`src/rtl/lcd_pixel_fifo.sv`:
```
// lcd_pixel_fifo: single-clock first-word-fall-through pixel FIFO between the LCD DMA and the pixel serializer.
// Ports:
//    clk          - shared clock for the DMA write side and the serializer read side
//    rst          - asynchronous active-low reset
//    lcden        - controller enable; gates pops and the DMA request
//    watermark    - DMA request threshold: 0 = 4 free entries, 1 = 8 free entries
//    flush        - synchronous clear of pointers, level and sticky flags
//    wr_en        - DMA write strobe; wr_data is the 32-bit word written
//    pull         - serializer pop strobe
//    data_in_fifo - head word, 0 when empty
//    empty/full   - level is 0 / level is DEPTH
//    level        - number of stored words
//    dma_req      - registered request for more data
//    underflow    - sticky: pull seen while empty
//    overflow     - sticky: write dropped because full
module lcd_pixel_fifo #(
   parameter int DEPTH = 16,
   parameter int AW    = 4
) (
   input  logic          clk,
   input  logic          rst,
   input  logic          lcden,
   input  logic          watermark,
   input  logic          flush,
   input  logic          wr_en,
   input  logic [31:0]   wr_data,
   input  logic          pull,
   output logic [31:0]   data_in_fifo,
   output logic          empty,
   output logic          full,
   output logic [AW:0]   level,
   output logic          dma_req,
   output logic          underflow,
   output logic          overflow
);
   logic [31:0]   r_mem [DEPTH];
   logic [AW-1:0] r_rd_ptr, r_wr_ptr;
   logic [AW:0]   r_level;
   logic          r_dma_req, r_underflow, r_overflow;
   logic          w_pop, w_push, w_dma_next;
   logic [AW:0]   w_level_next;
   logic [7:0]    w_free;
   always_comb begin
      empty        = r_level == '0;
      full         = r_level == (AW+1)'(DEPTH);
      w_pop        = pull & lcden & ~empty & ~flush;
      // a full FIFO can still take a word when the serializer frees a slot in the same cycle
      w_push       = wr_en & (~full | w_pop) & ~flush;
      w_level_next = flush ? '0 : r_level + (AW+1)'(w_push) - (AW+1)'(w_pop);
      // free space is evaluated on the post-edge level so dma_req tracks the level it is registered with
      w_free       = 8'(DEPTH) - 8'(w_level_next);
      w_dma_next   = lcden & ~flush & (w_free >= (watermark ? 8'd8 : 8'd4));
      data_in_fifo = empty ? 32'h0 : r_mem[r_rd_ptr];
      level        = r_level;
      dma_req      = r_dma_req;
      underflow    = r_underflow;
      overflow     = r_overflow;
   end
   always_ff @(posedge clk or negedge rst) begin
      if (!rst) begin
         r_rd_ptr    <= '0;
         r_wr_ptr    <= '0;
         r_level     <= '0;
         r_dma_req   <= 1'b0;
         r_underflow <= 1'b0;
         r_overflow  <= 1'b0;
      end else begin
         r_rd_ptr    <= flush ? '0 : r_rd_ptr + AW'(w_pop);
         r_wr_ptr    <= flush ? '0 : r_wr_ptr + AW'(w_push);
         r_level     <= w_level_next;
         r_dma_req   <= w_dma_next;
         r_underflow <= ~flush & (r_underflow | (pull & lcden & empty));
         r_overflow  <= ~flush & (r_overflow | (wr_en & full & ~w_pop));
      end
   end
   // storage is never cleared; reset and flush only move the pointers
   always_ff @(posedge clk) begin
      if (w_push) r_mem[r_wr_ptr] <= wr_data;
   end
endmodule
```
`config.mk`:
```
export PLATFORM = sky130hd
export DESIGN_NAME = lcd_pixel_fifo
export DESIGN_NICKNAME = d
export VERILOG_FILES = /design/src/rtl/lcd_pixel_fifo.sv
export SDC_FILE = /design/constraint.sdc
export NUM_CORES = 1
export LEC_CHECK = 0
export CAP_MARGIN = 20
export CORE_MARGIN = 8
export CORE_UTILIZATION = 50
export DETAILED_ROUTE_END_ITERATION = 6
export GPL_TIMING_DRIVEN = 0
export HOLD_SLACK_MARGIN = 0.08
export PLACE_DENSITY = 0.76
export SLEW_MARGIN = 40
export SYNTH_ARGS = -nofsm -noshare
export SYNTH_HDL_FRONTEND = slang
export SYNTH_SLANG_ARGS = --single-unit
```
`constraint.sdc`:
```
create_clock -name clk -period 5.1 [get_ports clk]
set_clock_uncertainty 0.1 [all_clocks]
set_input_delay 0.51 -clock clk [delete_from_list [all_inputs] [get_ports clk]]
set_output_delay 0.51 -clock clk [all_outputs]
set_load 0.1 [all_outputs]
```
# Yosys cells after proc, flatten, opt, wreduce, memory -nomap -nowiden
# Memories as Yosys holds them, arrays and structs flattened.
# Index checks and enable logic that the tools add are counted.
word_totals:
  reg_bits: 16
  latch_bits: 0
  mem_bits_rw: 512
  rom_bits: 0
  in_bits: 39
  out_inout_bits: 42
  word_cells: 41
  memories: 1
op_classes:
  n_addsub: 5
  multipliers: 0
  div: 0
  order_cmp: 1
  n_eq_ne: 1
  shift: 0
  muxes: 7
  bitwise: 19
  n_reduce_logical: 1
memory_table:
  columns: ["name", "depth", "word_bits", "rd", "rd_ports_with_merged_regs", "write_ports", "line", "rtl"]
  rows:
  - ["r_mem", 16, 32, 1, 0, 1, "36", "logic [31:0] r_mem [DEPTH];"]
ops:
  columns: ["cell", "count"]
  rows:
  - ["$mux W32", 1]
  - ["$and A1 B1 Y1", 12]
  - ["$mux W4", 3]
  - ["$add A4 B1 Y4", 2]
  - ["$ge A8 B4 Y1", 1]
  - ["$sub A5 B5 Y6 const A", 1]
  - ["$add A5 B1 Y5", 1]
  - ["$eq A5 B5 Y1 const B", 1]
  - ["$logic_not A5 Y1", 1]
  - ["$mux W5", 1]
  - ["$sub A5 B1 Y5", 1]
  - ["$not A1 Y1", 4]
  - ["$or A1 B1 Y1", 3]
  - ["$mux W1", 2]

# Logic depth before layout (Yosys ltp)
# Gate-level depths: netlist of the first run.
depth:
  depth_word: 13
  mapped_depth: 18
  mapped_depth_nobuf: 18

# Worst setup path after synthesis of the first run
# No wires, ideal clock.
synth_timing:
  kind: "reg-to-reg"
  startpoint: "reg r_level[3], in the netlist level[3]"
  endpoint: "reg r_dma_req, in the netlist dma_req"
  setup_ns: 0.128
  arrival_time_ns: 6.690
  required_ns: 4.872
  path_slack_ns: -1.818
  path_stages_with_launch: 17
  path_buffers: 0
  period_less_slack_ns: 6.918
  cell_sequence: "dfrtp_1 > inv_1 > ha_1 > nor4b_1 > nor2_1 > ha_1 > inv_1 > ha_1 > fa_1 > xnor2_1 > nor2_1 > xnor2_1 > ha_1 > o21ai_0 > nand2_1 > a21oi_1 > a31oi_1"
synth_between:
  elab_chain_len: 13
  word_cells_on_any_way: 15
synth_rtl:
  columns: ["item", "line", "rtl"]
  rows:
  - ["from (decl)", "38", "logic [AW:0] r_level;"]
  - ["from (signal assigned)", "70", "r_level <= w_level_next;"]
  - ["$logic_not A5 Y1 (*)", "44", "empty = r_level == '0;"]
  - ["named net empty", "29", "output logic empty,"]
  - ["$not A1 Y1 (*)", "46", "w_pop = pull & lcden & ~empty & ~flush;"]
  - ["$and A1 B1 Y1 (*) (2 in series)", "46", null]
  - ["$or A1 B1 Y1", "48", "w_push = wr_en & (~full | w_pop) & ~flush;"]
  - ["$and A1 B1 Y1 (2 in series)", "48", null]
  - ["$add A5 B1 Y5", "49", "w_level_next = flush ? '0 : r_level + (AW+1)'(w_push) - (AW+1)'(w_pop);"]
  - ["$sub A5 B1 Y5 (*)", "49", null]
  - ["$mux W5 (*)", "49", null]
  - ["named net w_level_next[2]", "41", "logic [AW:0] w_level_next;"]
  - ["$sub A5 B5 Y6 (*)", "51", "w_free = 8'(DEPTH) - 8'(w_level_next);"]
  - ["$ge A8 B4 Y1 (*)", "52", "w_dma_next = lcden & ~flush & (w_free >= (watermark ? 8'd8 : 8'd4));"]
  - ["$and A1 B1 Y1 (*)", "52", null]
  - ["named net w_dma_next", "40", "logic w_pop, w_push, w_dma_next;"]
  - ["to (signal assigned)", "71", "r_dma_req <= w_dma_next;"]
  - ["to (decl)", "39", "logic r_dma_req, r_underflow, r_overflow;"]
# Mark *: on every way through the listed nets, which the timed path passes. The rest lies on a longest branch.

# Final worst setup path of the first run
layout_timing:
  startpoint: "reg r_rd_ptr[1]"
  endpoint: "out data_in_fifo[20]"
layout_between:
  elab_chain_len: 2
layout_rtl:
  columns: ["item", "line", "rtl"]
  rows:
  - ["from (decl)", "37", "logic [AW-1:0] r_rd_ptr, r_wr_ptr;"]
  - ["from (signal assigned)", "68", "r_rd_ptr <= flush ? '0 : r_rd_ptr + AW'(w_pop);"]
  - ["$mem_v2 Z16 W32", null, null]
  - ["$mux W32", "53", "data_in_fifo = empty ? 32'h0 : r_mem[r_rd_ptr];"]
  - ["to (decl)", "28", "output logic [31:0] data_in_fifo,"]
# No other way between the ends.

==> qor.csv, run 1 <==
stage,metric,value,unit
clock_tree,CTS tree,built,
timing,RSZ-0062 raised after global routing,false,
yosys,synth unique cells,35,
global_routing,vias in the first global route,10280,
routing,routed len/inst,28.89,um
worst_setup_path,CP endpoint kind,output port,
yosys,ys flop type,edfxtp_1,
floorplanning,Initial Util,0.5041,
worst_setup_path,CP arrival,3.61,ns
routing,vias per cell,6.069,
routing,WL met1,17.97,mm
yosys,Mapped Area,0.02049,sq mm
flow_run,maxcap violations,0,
worst_setup_path,"Critical Path, Cell by Cell",clkbuf_1 > clkbuf_1 > mux4_2 > mux4_2 > and2_1 > buf_2,
routing,drt drc,0,
yosys,net count after synthesis,913,
cells_and_area,fillcell total,2677,
timing,FMAX,237.2,MHz
timing,Final Slew Violations,0,
routing,Max Used Layer,met5,
power,Power per Cell Area,455.2,mW/mm^2
timing,Tcrit/Tclk final,0.8267,
floorplanning,io pins,81,
floorplanning,die area,0.04771,sq mm
power,clock share of power,0.350,
yosys,syn avg cell area,23.80,sq um
power,maximum VDD drop,0.3105,mV
clock_tree,Clock H-tree levels,2,
place,gp weighted congestion,0.7373,
clock_tree,post-CTS sizing,0,
yosys,Yosys reg bits,528,
cells_and_area,Layout Cells excl Fill,1613,
worst_setup_path,crit path kind,reg2out,
timing,Setup Total Neg Slack,0,ns
global_routing,largest net degree at the start of global routing,17,
floorplanning,cell row count,74,
floorplanning,Die Wd,218.4,um
routing,DRT antenna net count,0,
clock_tree,Skew-Pair Late Insertion Delay,0.57,ns
worst_setup_path,largest fanout on the critical path,10,
routing,met2 wire len,24.02,mm
worst_setup_path,crit path max-delay cell type,clkbuf_1,
routing,Iteration-0 DRC Markers,1173,
power,internal power,0.007678,W
routing,Vias,9789,
timing,# setup viols final,0,
global_routing,initial antenna violation count,4,
clock_tree,Clock Root Buffer,clkbuf_16,
worst_setup_path,crit start category,flop,
global_routing,grt total ovfl,0,
power,Net Sw Power,0.003404,W
routing,drt pass-1 iters,5,
timing,setup ws final,0.8839,ns
run_status,status,"complete, no violations",
worst_setup_path,Max stage delay on crit path,0.72,ns
place,pre-CTS setup slack,0.9390,ns
yosys,"FFs w/ async S/R, synth",0.03030,
global_routing,first-pass GRT wire length,68.23,mm
cells_and_area,Seq. cell area,0.01578,sq mm
clock_tree,Num Clock Sinks,528,
power,Seq pwr share,0.438,
place,dpl cells,1514,
worst_setup_path,Worst Path Required,4.49,ns
cells_and_area,share of layout cells above drive strength 1,0.3392,
clock_tree,Clock Pin Slew Worst Setup and Hold Paths,0.07,ns
power,Gate power share,0.212,
cells_and_area,Nets,1088,
clock_tree,CTS max path bufs,3,
timing,Final Critical Period,4.216,ns
place,post-DP HPWL,29.64,mm
yosys,sequential element share of the synthesized area,0.7700,
floorplanning,Die H,218.4,um
timing,Slew @ Worst Pin,0.8921,ns
yosys,Cells after Synth,861,
floorplanning,Core ar.,0.04065,sq mm
power,Switching Fraction,0.3072,
cells_and_area,area of the multi-input gates,0.004564,sq mm
global_routing,gr usage total,0.1974,
power,leakage,7.689,nW
clock_tree,CTS buffer count,51,
yosys,Post-synth EDFFs,512,
timing,Final Hold Fails,0,
yosys,yosys warns,0,
cells_and_area,synth-to-layout area growth,18.83,%
clock_tree,CTS Hold Bufs,0,
clock_tree,postcts setup bufs,0,
routing,final wirelength,46.60,mm
timing,relative slew slack,0.4052,
min_path,worst hold path class,in2async,
place,# port buffers,80,
routing,met3 wire length,3.194,mm
-- state kept, by name (all words and copies together), names as in the netlist --
| name | flops |
|---|---|
| overflow | 1 |
| r_mem | 512 |
| r_wr_ptr | 4 |
| dma_req | 1 |
| underflow | 1 |
| level | 5 |
| r_rd_ptr | 4 |
-- per-layer routing --
| metal | GRT usage | vias up |
|---|---|---|
| met5 | 0 | - |
| met4 | 0.07143 | 4 |
| met2 | 0.3346 | 503 |
| met3 | 0.03069 | 101 |
| met1 | 0.2580 | 5180 |
| li1 | - | 4001 |
-- power groups by stage --
stage | sequential (W) | clock (W) | combinational, W
final | 0.00486 | 0.00387 | 0.00235
after global routing | 0.00486 | 0.00406 | 0.00246
after CTS | 0.00486 | 0.00391 | 0.00238
after detailed placement | 0.00495 | 0 | 0.00236
after global placement | 0.00495 | 0 | 0.00248
after floorplan | 0.00508 | 0 | 0.00171
-- cell type report --
type	count	area share
buffer	43	0.01105
tap	532	0.02734
antenna	2	0.0002056
clock inverter	38	0.01634
sequential	528	0.6479
inverter	10	0.001542
clock buffer	58	0.05437
multi-input combinational	280	0.1875
timing repair buffer	122	0.05375
-- kinds of logic (layout without fill, tap and decap cells) --
group / Yosys count / after routing / share of synthesized area
AO/OA/AOI/OAI: 13 / 13 / 0.004276
XOR/XNOR: 11 / 11 / 0.004702
adder cells (fa/ha/maj): 13 / 13 / 0.008305
buffers and inverters: 53 / 271 / 0.01447
flip-flops: 528 / 528 / 0.7700
multiplexers: 160 / 160 / 0.1759
other: 0 / 2 / 0
AND/OR/NAND/NOR: 83 / 83 / 0.02241
-- worst paths after layout --
check / from / endpoint / slack [ns] / cells after the start
max in group asynchronous: rst / r_wr_ptr[2] / 4.33 / 2
min in group clk: underflow / underflow / 0.40 / 1
worst min-delay path: rst / overflow / 0.28 / 2
worst max register to register: level[2] / dma_req / 1.29 / 18
worst min register to register: underflow / underflow / 0.40 / 1
worst max-delay path: r_rd_ptr[1] / data_in_fifo[20] / 0.88 / 6
-- cell usage in the layout, fill, tap and decap left out, types with 2 or more instances in the layout --
master	Yosys	routed
xnor2_1	7	7
o21ai_0	2	2
nor2_1	24	12
and2_1	33	33
buf_2	2	48
clkinv_2	0	11
nor3_4	0	4
clkbuf_2	1	6
bufinv_16	0	8
clkdlybuf4s50_1	0	37
dfrtp_1	16	16
buf_16	0	12
nand2b_1	2	2
nor2_4	0	12
clkinv_1	0	14
diode_2	0	2
mux4_2	160	160
xor2_1	4	4
clkinv_4	0	2
buf_4	3	4
nand3b_1	3	3
nand2_1	4	4
nand3_1	3	3
inv_1	10	10
edfxtp_1	512	512
buf_6	11	23
buf_1	6	3
buf_8	0	16
ha_1	12	12
clkbuf_16	0	52
a21oi_1	4	4
clkbuf_1	20	21
nor2b_1	6	6
-- cell usage after synthesis, types with 2 or more instances --
library cell	instances	area [sq um]
a21oi_1	4	20.02
and2_1	33	206.5
buf_1	6	22.52
buf_2	2	10.01
buf_4	3	22.52
buf_6	11	123.9
clkbuf_1	20	75.07
dfrtp_1	16	400.4
edfxtp_1	512	15370
ha_1	12	150.1
inv_1	10	37.54
mux4_2	160	3603
nand2_1	4	15.01
nand2b_1	2	12.51
nand3_1	3	15.01
nand3b_1	3	22.52
nor2_1	24	90.09
nor2b_1	6	37.54
nor3_1	4	20.02
o21ai_0	2	10.01
xnor2_1	7	61.31
xor2_1	4	35.03
-- metrics by stage --
stage	power (W)	util	cell area, sq um	hold slack, ns
2_1_floorplan	0.006793	-	20520	0.1144
3_3_place_gp	0.007425	0.5409	21990	0.3817
3_5_place_dp	0.007309	0.5563	22610	0.3786
4_1_cts	0.01115	0.5986	24330	0.2851
5_1_grt	0.01138	0.5990	24350	0.3315
6_report	0.01108	0.5990	24350	0.2816
-- critical path, delay by kind of cell, from the launching register on --
| kind | cells | cell delay [ns] |
|---|---|---|
| flops | 1 | 0.48 |
| buf+inv | 3 | 1.44 |
| simple gates | 1 | 0.21 |
| mux | 2 | 0.90 |
No activity file was read; power rests on OpenSTA's default activity.
==> run 2, diff against run 1 <==
- clock period: 5.1 -> 4.2 ns (I/O delays scaled with it)
==> run 2 against run 1 <==
Net effect:
- worst hold slack got worse by 0.094 ns
- cell count unchanged
- first-iteration DRC count fell by 10%
- flip-flop and latch count unchanged
- worst setup slack got worse by 0.77 ns
- count of clock-buffer cells in the layout rose by 3
- critical endpoint is now data_in_fifo[21]
==> qor.csv, run 2 (synthesized netlist as in run 1, its figures left out) <==
stage,metric,value,unit,change
place,post-DP HPWL,29.51,mm,-0.46%
cells_and_area,Nets,1090,,+0.18%
timing,# setup viols final,0,,unchanged
clock_tree,CTS tree,built,,
min_path,worst hold path class,in2async,,
global_routing,grt total ovfl,0,,unchanged
worst_setup_path,crit path kind,reg2out,,
place,# port buffers,80,,unchanged
worst_setup_path,WP buf/inv,3,,unchanged
routing,drt drc,0,,unchanged
clock_tree,Clock Root Buffer,clkbuf_16,,
cells_and_area,"leading cell type in the layout, fill and taps excluded",edfxtp_1,,
floorplanning,Initial Util,0.5041,,unchanged
timing,Slew @ Worst Pin,0.8858,ns,-0.006374 ns
worst_setup_path,crit start category,flop,,
cells_and_area,share of layout cells above drive strength 1,0.3463,,+0.007093
routing,Iteration-0 DRC Markers,1055,,-10%
worst_setup_path,Max stage delay on crit path,0.69,ns,-0.03 ns
floorplanning,Die Wd,218.4,um,unchanged
timing,Final Critical Period,4.085,ns,
cells_and_area,Layout Utilization,0.6004,,+0.001447
cells_and_area,Layout Cells excl Fill,1613,,unchanged
power,leakage,7.710,nW,+0.28%
global_routing,largest net degree at the start of global routing,17,,unchanged
routing,final wirelength,45.65,mm,-2.0%
floorplanning,io pins,81,,unchanged
clock_tree,CTS Hold Bufs,0,,unchanged
flow_run,maxcap violations,0,,unchanged
cells_and_area,register bank with the most flops,r_mem,,
timing,Final Slew Violations,0,,unchanged
worst_setup_path,RR Startpoint,level[3],,
place,dpl cells,1517,,+0.20%
global_routing,gr usage total,0.1937,,-0.003688
cells_and_area,most frequent cells in the layout,"edfxtp_1 (512), mux4_2 (160), clkbuf_16 (51), buf_2 (48), clkdlybuf4s50_1 (38)",,
floorplanning,die area,0.04771,sq mm,unchanged
timing,relative slew slack,0.4095,,+0.004250
cells_and_area,synth-to-layout area growth,19.12,%,
cells_and_area,Largest register FFs,512,,unchanged
global_routing,vias in the first global route,10190,,-0.87%
timing,setup ws final,0.1149,ns,-0.7690 ns
worst_setup_path,CP endpoint kind,output port,,
worst_setup_path,most frequent CP cell,mux4_2,,
floorplanning,cell row count,74,,unchanged
worst_setup_path,critical path launch point,r_rd_ptr[1],,
timing,RSZ-0062 raised after global routing,false,,
routing,vias per cell,6.029,,-0.66%
worst_setup_path,crit path max-delay cell type,buf_1,,
power,maximum VDD drop,0.3293,mV,+6.0%
floorplanning,Core ar.,0.04065,sq mm,unchanged
run_status,status,"complete, no violations",,
timing,Final Hold Fails,0,,unchanged
place,gp weighted congestion,0.7275,,-1.3%
place,pre-CTS setup slack,0.1048,ns,-0.8342 ns
clock_tree,Skew-Pair Late Insertion Delay,0.56,ns,about the same
clock_tree,post-CTS sizing,0,,unchanged
timing,Tcrit/Tclk final,0.9726,,
global_routing,first-pass GRT wire length,67.32,mm,-1.3%
clock_tree,CTS max path bufs,3,,unchanged
routing,DRT antenna net count,0,,unchanged
power,Total Power,0.01337,W,+21%
clock_tree,Clock Pin Slew Worst Setup and Hold Paths,0.06,ns,about the same
global_routing,initial antenna violation count,2,,-2
worst_setup_path,R2R setup slack,0.35,ns,-0.94 ns
worst_setup_path,largest fanout on the critical path,10,,unchanged
routing,routed len/inst,28.30,um,-2.0%
clock_tree,CTS buffer count,50,,-2.0%
timing,FMAX,244.8,MHz,
power,Power per Cell Area,547.9,mW/mm^2,+20%
worst_setup_path,"CP delay by family, top",buffers and inverters,,
worst_setup_path,Worst Path Required,3.68,ns,-0.81 ns
routing,Vias,9724,,-0.66%
clock_tree,Clock H-tree levels,2,,unchanged
floorplanning,Die H,218.4,um,unchanged
clock_tree,postcts setup bufs,0,,unchanged
cells_and_area,Layout Cell Area excl Fill,0.02441,sq mm,+0.24%
worst_setup_path,"Critical Path, Cell by Cell",clkbuf_1 > buf_1 > mux4_2 > mux4_2 > and2_1 > buf_2,,
place,placed inst area,0.02268,sq mm,+0.32%
worst_setup_path,CP arrival,3.57,ns,-0.04 ns
routing,drt pass-1 iters,6,,+1
clock_tree,Num Clock Sinks,528,,unchanged
[run 2: cell types whose count changed in the layout (fill, tap and decap cells not counted), moves of 4 or more]
cell / previous run / this run
buf_8: 16 / 20
clkbuf_8: 0 / 4
clkinv_1: 14 / 10
clkinv_2: 11 / 6
clkinvlp_4: 1 / 5
[run 2: metal layers]
layer,vias up,global-route usage,part of all wire
met4,2,0.05822,0.028
li1,4002,-,-
met1,5155,0.2624,0.40
met3,91,0.03470,0.075
met2,474,0.3205,0.50
met5,-,0,0.00028
[run 2: path summary, 6_finish.rpt]
check / cells after the start / endpoint
setup / recovery: 6 / data_in_fifo[21]
hold / removal: 1 / r_rd_ptr[1]
setup reg to reg: 18 / dma_req
hold reg to reg: 1 / underflow
max in group asynchronous: 1 / r_wr_ptr[1]
min in group clk: 3 / dma_req
[run 2: where the power goes]
group          leakage (nW)  internal (W)  total (W)  switching, W
logic                  2.06      0.000723    0.00287       0.00214
clock network         0.821       0.00268    0.00461       0.00192
registers              4.83       0.00586    0.00590     0.0000429
total                  7.71       0.00926     0.0134       0.00411
[run 2: worst reg2reg max path, delay by kind of cell (launching register included)]
family                     cells  cell delay, ns
buffers and inverters          3            0.21
xor gates and xnor gates       1            0.15
DFF                            1            0.39
AOI/OAI and AO/OA              3            0.32
adders and majority gates      5            1.43
and+or+nand+nor                6            1.14
[run 2: final cells by class]
cell class	instances	area, sq um
flip-flops and latches	528	15780
multi-input cells	280	4582
clock buffers	61	1354
clock inverters	33	349.1
well taps	532	665.6
fillers	2679	16240
plain buffers	43	272.8
diodes	1	2.502
inverters	10	37.54
repair buffers	125	1368
[run 2: through the flow]
stage / hold slack, ns / setup TNS (ns)
global placement: 0.3786 / -159.60
detailed placement: 0.3852 / 0
global route: 0.2376 / 0
floorplan: 0.02441 / -1.417
finish: 0.1880 / 0
CTS: 0.2098 / 0
==> run 3, diff against run 2 <==
- clock period: 4.2 -> 4.95 ns (I/O delays scaled with it)
==> results of run 3 <==
The final DEF is identical to that of run 1. Status: complete, no violations.
Main changes from that run: setup slack after placement 0.9390 ns -> 0.8040 ns; setup slack after layout 0.8839 ns -> 0.7489 ns; hold slack 0.2816 ns -> 0.2666 ns; register-to-register setup slack 1.29 ns -> 1.14 ns; total power 0.01108 W -> 0.01142 W; worst IR drop on VDD 0.3105 mV -> 0.3199 mV
==> variant 1, RTL diff (config.mk and constraints of run 2) <==
Set the parameter `DEPTH` to 64 (it was 16).
--- a/src/rtl/lcd_pixel_fifo.sv
+++ b/src/rtl/lcd_pixel_fifo.sv
@@ -15,5 +15,5 @@
 //    overflow     - sticky: write dropped because full
 module lcd_pixel_fifo #(
-   parameter int DEPTH = 16,
+   parameter int DEPTH = 64,
    parameter int AW    = 4
 ) (
Behaviour: not the same (Yosys sat finds a counterexample within 4 cycles, from zero or initial values and one cycle with rst low).
==> variant 1 against run 2 <==
Worst setup slack improved by 0.32 ns. Count of clock-buffer cells in the layout increased by 6. Utilization decreased by 0.60 points. Routed wire length decreased by 0.47%. Combinational power increased by 6%. Total power increased by 0.24%. Cell area decreased by 1.4%. Area after synthesis decreased by 0.68%. Cell count increased by 1.9%. Clock power decreased by 4.3%. Register-to-register slack improved by 0.46 ns. Sequential cell count unchanged. Critical path type unchanged.
==> variant 1: results (changes against run 2) <==
Nonclk buf count: 169 (+0.60%)
Global-route usage over all layers: 18.99% (-0.38 points)
Sequential share of the synthesized area: 77.52% (+0.53 points)
Met1 WL: 18260 um (+1.2%)
Cells after Synth: 893 (+3.7%)
Reg2Reg Depth: 12 (-6)
Cell Area, Placed: 22440 um^2 (-1.1%)
Post-DR vias/cell: 6.024 (about the same)
Fraction of layout cells with a size suffix above 1: 32.37% (-2.3 points)
Clock buf count: 67 (+9.8%)
Fin nets: 1119 (+2.7%)
Met2 wire length: 22150 um (-3.2%)
DP HPWL: 28720 um (-2.7%)
Buffer share of cell area: 6.762% (+0.041 points)
FF-to-FF End: level[4]
Adder-cell area share of the yosys netlist: 0.7132% (-0.12 points)
Leakage: 7.607 nW (-1.3%)
Storage cell area: 15780 um^2 (about the same)
Clock buf/inv share: 6.638% (-0.34 points)
Vias in the first global route: 10500 (+3.1%)
Pre-antenna DRT Iters: 5 (-1)
Outcome: finished, final reports clean
GRT met3 Usage: 3.606% (+0.14 points)
Signal inverters: 6 (-4)
CTS Buf Count: 52 (+4.0%)
Switch share: 32.21% (+1.5 points)
Multiplexer share of the synthesized area: 15.89% (-1.7 points)
Post-Place Worst Slack: 0.8352 ns (+0.7304 ns)
Max Slew Vio Count: 0 (unchanged)
Non-filler instance count after layout: 1644 (+1.9%)
Reg2reg start: level[2]
GRT met1 Usage: 26.11% (-0.13 points)
Synth Net Count: 943 (+3.3%)
N_diodes: 3 (+2)
First-pass GRT wire length: 66900 um (-0.63%)
Routability cong.: 0.7280 (about the same)
Crit path DAT: 3.24 ns (-0.33 ns)
Post-CTS Setup Repair Bufs: 0 (unchanged)
Initial antenna violation count: 3 (+1)
Min Tclk post-route: 3.761 ns (-0.3240 ns)
Worst slew margin: 48.35% (+7.4 points)
Drt total wl: 45430 um (-0.47%)
Met2 usage in global routing: 30.44% (-1.6 points)
Worst R2R Setup Slack: 0.81 ns (+0.46 ns)
Fraction of area in registers: 65.61% (+0.97 points)
Hold Path Class: in2reg
Synth unique cells: 46 (+31%)
Top cells by instance count after synthesis: 512 x edfxtp_1, 123 x mux4_2, 38 x mux2i_1
DR iter-0 viols: 987 (-6.4%)
DP Cell Count: 1546 (+1.9%)
XOR/XNOR share of the synthesized area: 0.2582% (-0.21 points)
Synth Area in Compound Gates: 2.121% (+1.7 points)
Multi-input gate share of the layout cell area: 18.10% (-0.68 points)
Worst Setup EP: data_in_fifo[28]
Critical Path Max Stage Delay: 0.64 ns (-0.05 ns)
Buffers on Ports: 78 (-2.5%)
==> variant 1: cell types whose count changed in the layout (fill, tap and decap cells not counted), sizes merged, moves of 4 or more <==
cell / run 2 / this run
mux2i: 0 / 38
mux4: 160 / 124
and2: 33 / 0
o21ai: 2 / 27
a22oi: 0 / 24
buf: 109 / 123
o22ai: 0 / 8
inv: 14 / 8
clkbuf: 82 / 77
mux2: 0 / 5
nor2b: 6 / 10
xnor2: 7 / 3
==> variant 1: power by group through the flow <==
stage	Clock, mW	Sequential [mW]	Combinational (mW)
finish	4.41	5.94	3.05
global route	4.67	5.95	3.18
CTS	4.46	5.94	3.08
detailed placement	0	6.05	3.07
global placement	0	6.05	3.21
floorplan	0	6.20	2.23
==> variant 1: worst min-delay path by stage <==
stage	startpoint	end	slack, ns	cells after the start
after floorplan	rst	dma_req	0.02	0
after global placement	underflow	underflow	0.38	2
after detailed placement	underflow	underflow	0.39	2
final	flush	r_rd_ptr[0]	0.14	2
after CTS	flush	level[2]	0.12	2
after global routing	flush	level[2]	0.17	2
==> variant 2, RTL diff (config.mk and constraints of run 2) <==
Without the edit above. Reset style: synchronous (`rst`), changed in one clocked block. Comments in the files are not updated.
--- a/src/rtl/lcd_pixel_fifo.sv
+++ b/src/rtl/lcd_pixel_fifo.sv
@@ -57,5 +57,5 @@
       overflow     = r_overflow;
    end
-   always_ff @(posedge clk or negedge rst) begin
+   always_ff @(posedge clk) begin
       if (!rst) begin
          r_rd_ptr    <= '0;
Check against the original RTL: differs if rst is asserted again (counterexample within 4 cycles, from zero or initial values and one cycle with rst low); with rst held inactive, the same outputs for 4 cycles.
==> variant 2 against run 2 <==
Area after synthesis decreased by 0.85%. Maximum frequency decreased by 0.53%. Via count decreased by 1.6%. Sequential cell count unchanged. Cell area decreased by 1.8%. Routed wire length decreased by 3.5%. Worst setup slack got worse by 0.022 ns. Largest cell class unchanged. Highest routed layer unchanged.
Power is not compared: it rests on default switching activity, and its combinational part moved more than twofold at a synthesized area within 25%.
==> variant 2: results (changes against run 2) <==
Met3 Routed Length: 3035 um (-11%)
Max clock buf depth: 3 (unchanged)
First-pass GRT wire length: 65280 um (-3.0%)
N_diodes: 0 (-1)
Synth Net Count: 909 (-0.44%)
Largest net degree at the start of global routing: 17 (unchanged)
Hold Path Class: reg2reg
Fraction of registers with async set/reset: 0% (-3.0 points)
Top cells by instance count after synthesis: 512 x edfxtp_1, 160 x mux4_2, 33 x nor2b_1
Fraction of layout cells with a size suffix above 1: 33.49% (-1.1 points)
Critical Path Max Stage Delay: 0.70 ns
Ys Warns: 0 (unchanged)
Synth unique cells: 31 (-11%)
Met1 WL: 17170 um (-4.8%)
DP HPWL: 29090 um (-1.4%)
Met2 wire length: 22790 um (-0.46%)
Initial antenna violation count: 1 (-1)
CP top delay family: buffers and inverters
Max reg flops: 512 (unchanged)
DR iter-0 viols: 898 (-15%)
Sequential share of the synthesized area: 77.26% (+0.26 points)
Drt total wl: 44040 um (-3.5%)
Routability cong.: 0.7222 (-0.73%)
Synth Area per Inst: 23.70 um^2 (-0.39%)
Crit path DAT: 3.59 ns (+0.02 ns)
Worst slew margin: 42.66% (+1.7 points)
DP Cell Count: 1510 (-0.46%)
Avg WL per Cell: 27.56 um (-2.6%)
Worst skew pair latency: 0.57 ns
Synth Flop Type: edfxtp_1
Crit-path slowest cell: buf_1
Reg clk slew, reported paths: 0.06 ns (about the same)
Synth area leaders: edfxtp_1 76%, mux4_2 18%, dfxtp_1 1.6%
Vias: 9565 (-1.6%)
Fin nets: 1082 (-0.73%)
Number of synthesized flops with an enable pin: 512 (unchanged)
Root Driver: clkbuf_16
Vias in the first global route: 10010 (-1.8%)
CTS Buf Count: 50 (unchanged)
Remaining global-route overflow: 0 (unchanged)
Outcome: finished, final reports clean
Global-route usage over all layers: 18.76% (-0.61 points)
Pre-antenna DRT Iters: 5 (-1)
-- variant 2: cell count changes after synthesis, moves of 2 or more --
cell	run 2	this run
and2_1	33	6
buf_1	6	10
buf_2	2	16
buf_6	11	0
clkbuf_1	20	13
dfrtp_1	16	0
dfxtp_1	0	16
inv_1	10	7
nand2_1	4	6
nand2b_1	2	4
nor2b_1	6	33
o21ai_0	2	0
-- variant 2: metal layers --
| layer | vias up | GRT usage, % |
|---|---|---|
| met3 | 72 | 3.107 |
| met1 | 5085 | 24.79 |
| met4 | 2 | 5.906 |
| met5 | - | 0 |
| li1 | 3966 | - |
| met2 | 440 | 31.79 |
-- variant 2: final timing paths --
check	startpoint	cells past startpoint	endpoint	slack, ns
setup / recovery	r_rd_ptr[1]	6	data_in_fifo[31]	0.09
setup reg to reg	level[2]	17	dma_req	0.41
hold / removal	overflow	2	overflow	0.38
hold reg to reg	overflow	2	overflow	0.38
-- variant 2: final cells by class --
| cell class | instances | area (um^2) |
|---|---|---|
| Buffer | 42 | 202.7 |
| Clock buffer | 65 | 1371 |
| Clock inverter | 23 | 123.9 |
| Fill cell | 2727 | 16500 |
| Inverter | 7 | 26.28 |
| Multi-Input combinational cell | 280 | 4573 |
| Sequential cell | 528 | 15700 |
| Tap cell | 532 | 665.6 |
| Timing Repair Buffer | 121 | 1306 |
-- variant 2: report_power, final --
part | internal (mW) | switching, mW
logic | 0.143 | 0.441
registers | 5.80 | 0.00917
clock network | 2.34 | 1.82
total | 8.29 | 2.27
-- variant 2: what timing repair did --
action | 4_1_cts | 5_1_grt
setup endpoints to repair | 1 | 4
setup buffers | 0 | 0
gates resized for setup | 1 | 5
-- variant 2: through the flow --
stage	area (um^2)	setup slack, ns	total power, mW
3_5_place_dp	22440	0.08276	6.507
5_1_grt	23960	0.03622	10.83
3_3_place_gp	21850	-1.390	6.517
2_1_floorplan	20390	-0.5453	6.306
6_report	23960	0.09295	10.55
4_1_cts	23940	0.03166	10.60
-- variant 2: logic make-up (layout without fill, tap and decap cells) --
family	after synthesis	after routing	share of synthesized area (%)
mux	160	160	17.74
xor+xnor	10	10	0.4311
compound gates	10	10	0.3142
fa+ha+maj	13	13	0.8376
buf+inv	49	258	1.059
flops	528	528	77.26
simple gates	87	87	2.359
-- variant 2: worst register-to-register path: stages (launching register included) --
cell      delay (ns)
dfxtp_1         0.35
inv_1           0.07
ha_1            0.20
nor4bb_4        0.18
o21a_1          0.14
nor3b_2         0.35
inv_1           0.09
ha_1            0.29
inv_1           0.04
ha_1            0.21
fa_1            0.50
nor2_1          0.29
nand2_1         0.11
xor2_1          0.17
nor2_1          0.11
ha_1            0.24
a21oi_1         0.13
a31oi_1         0.09
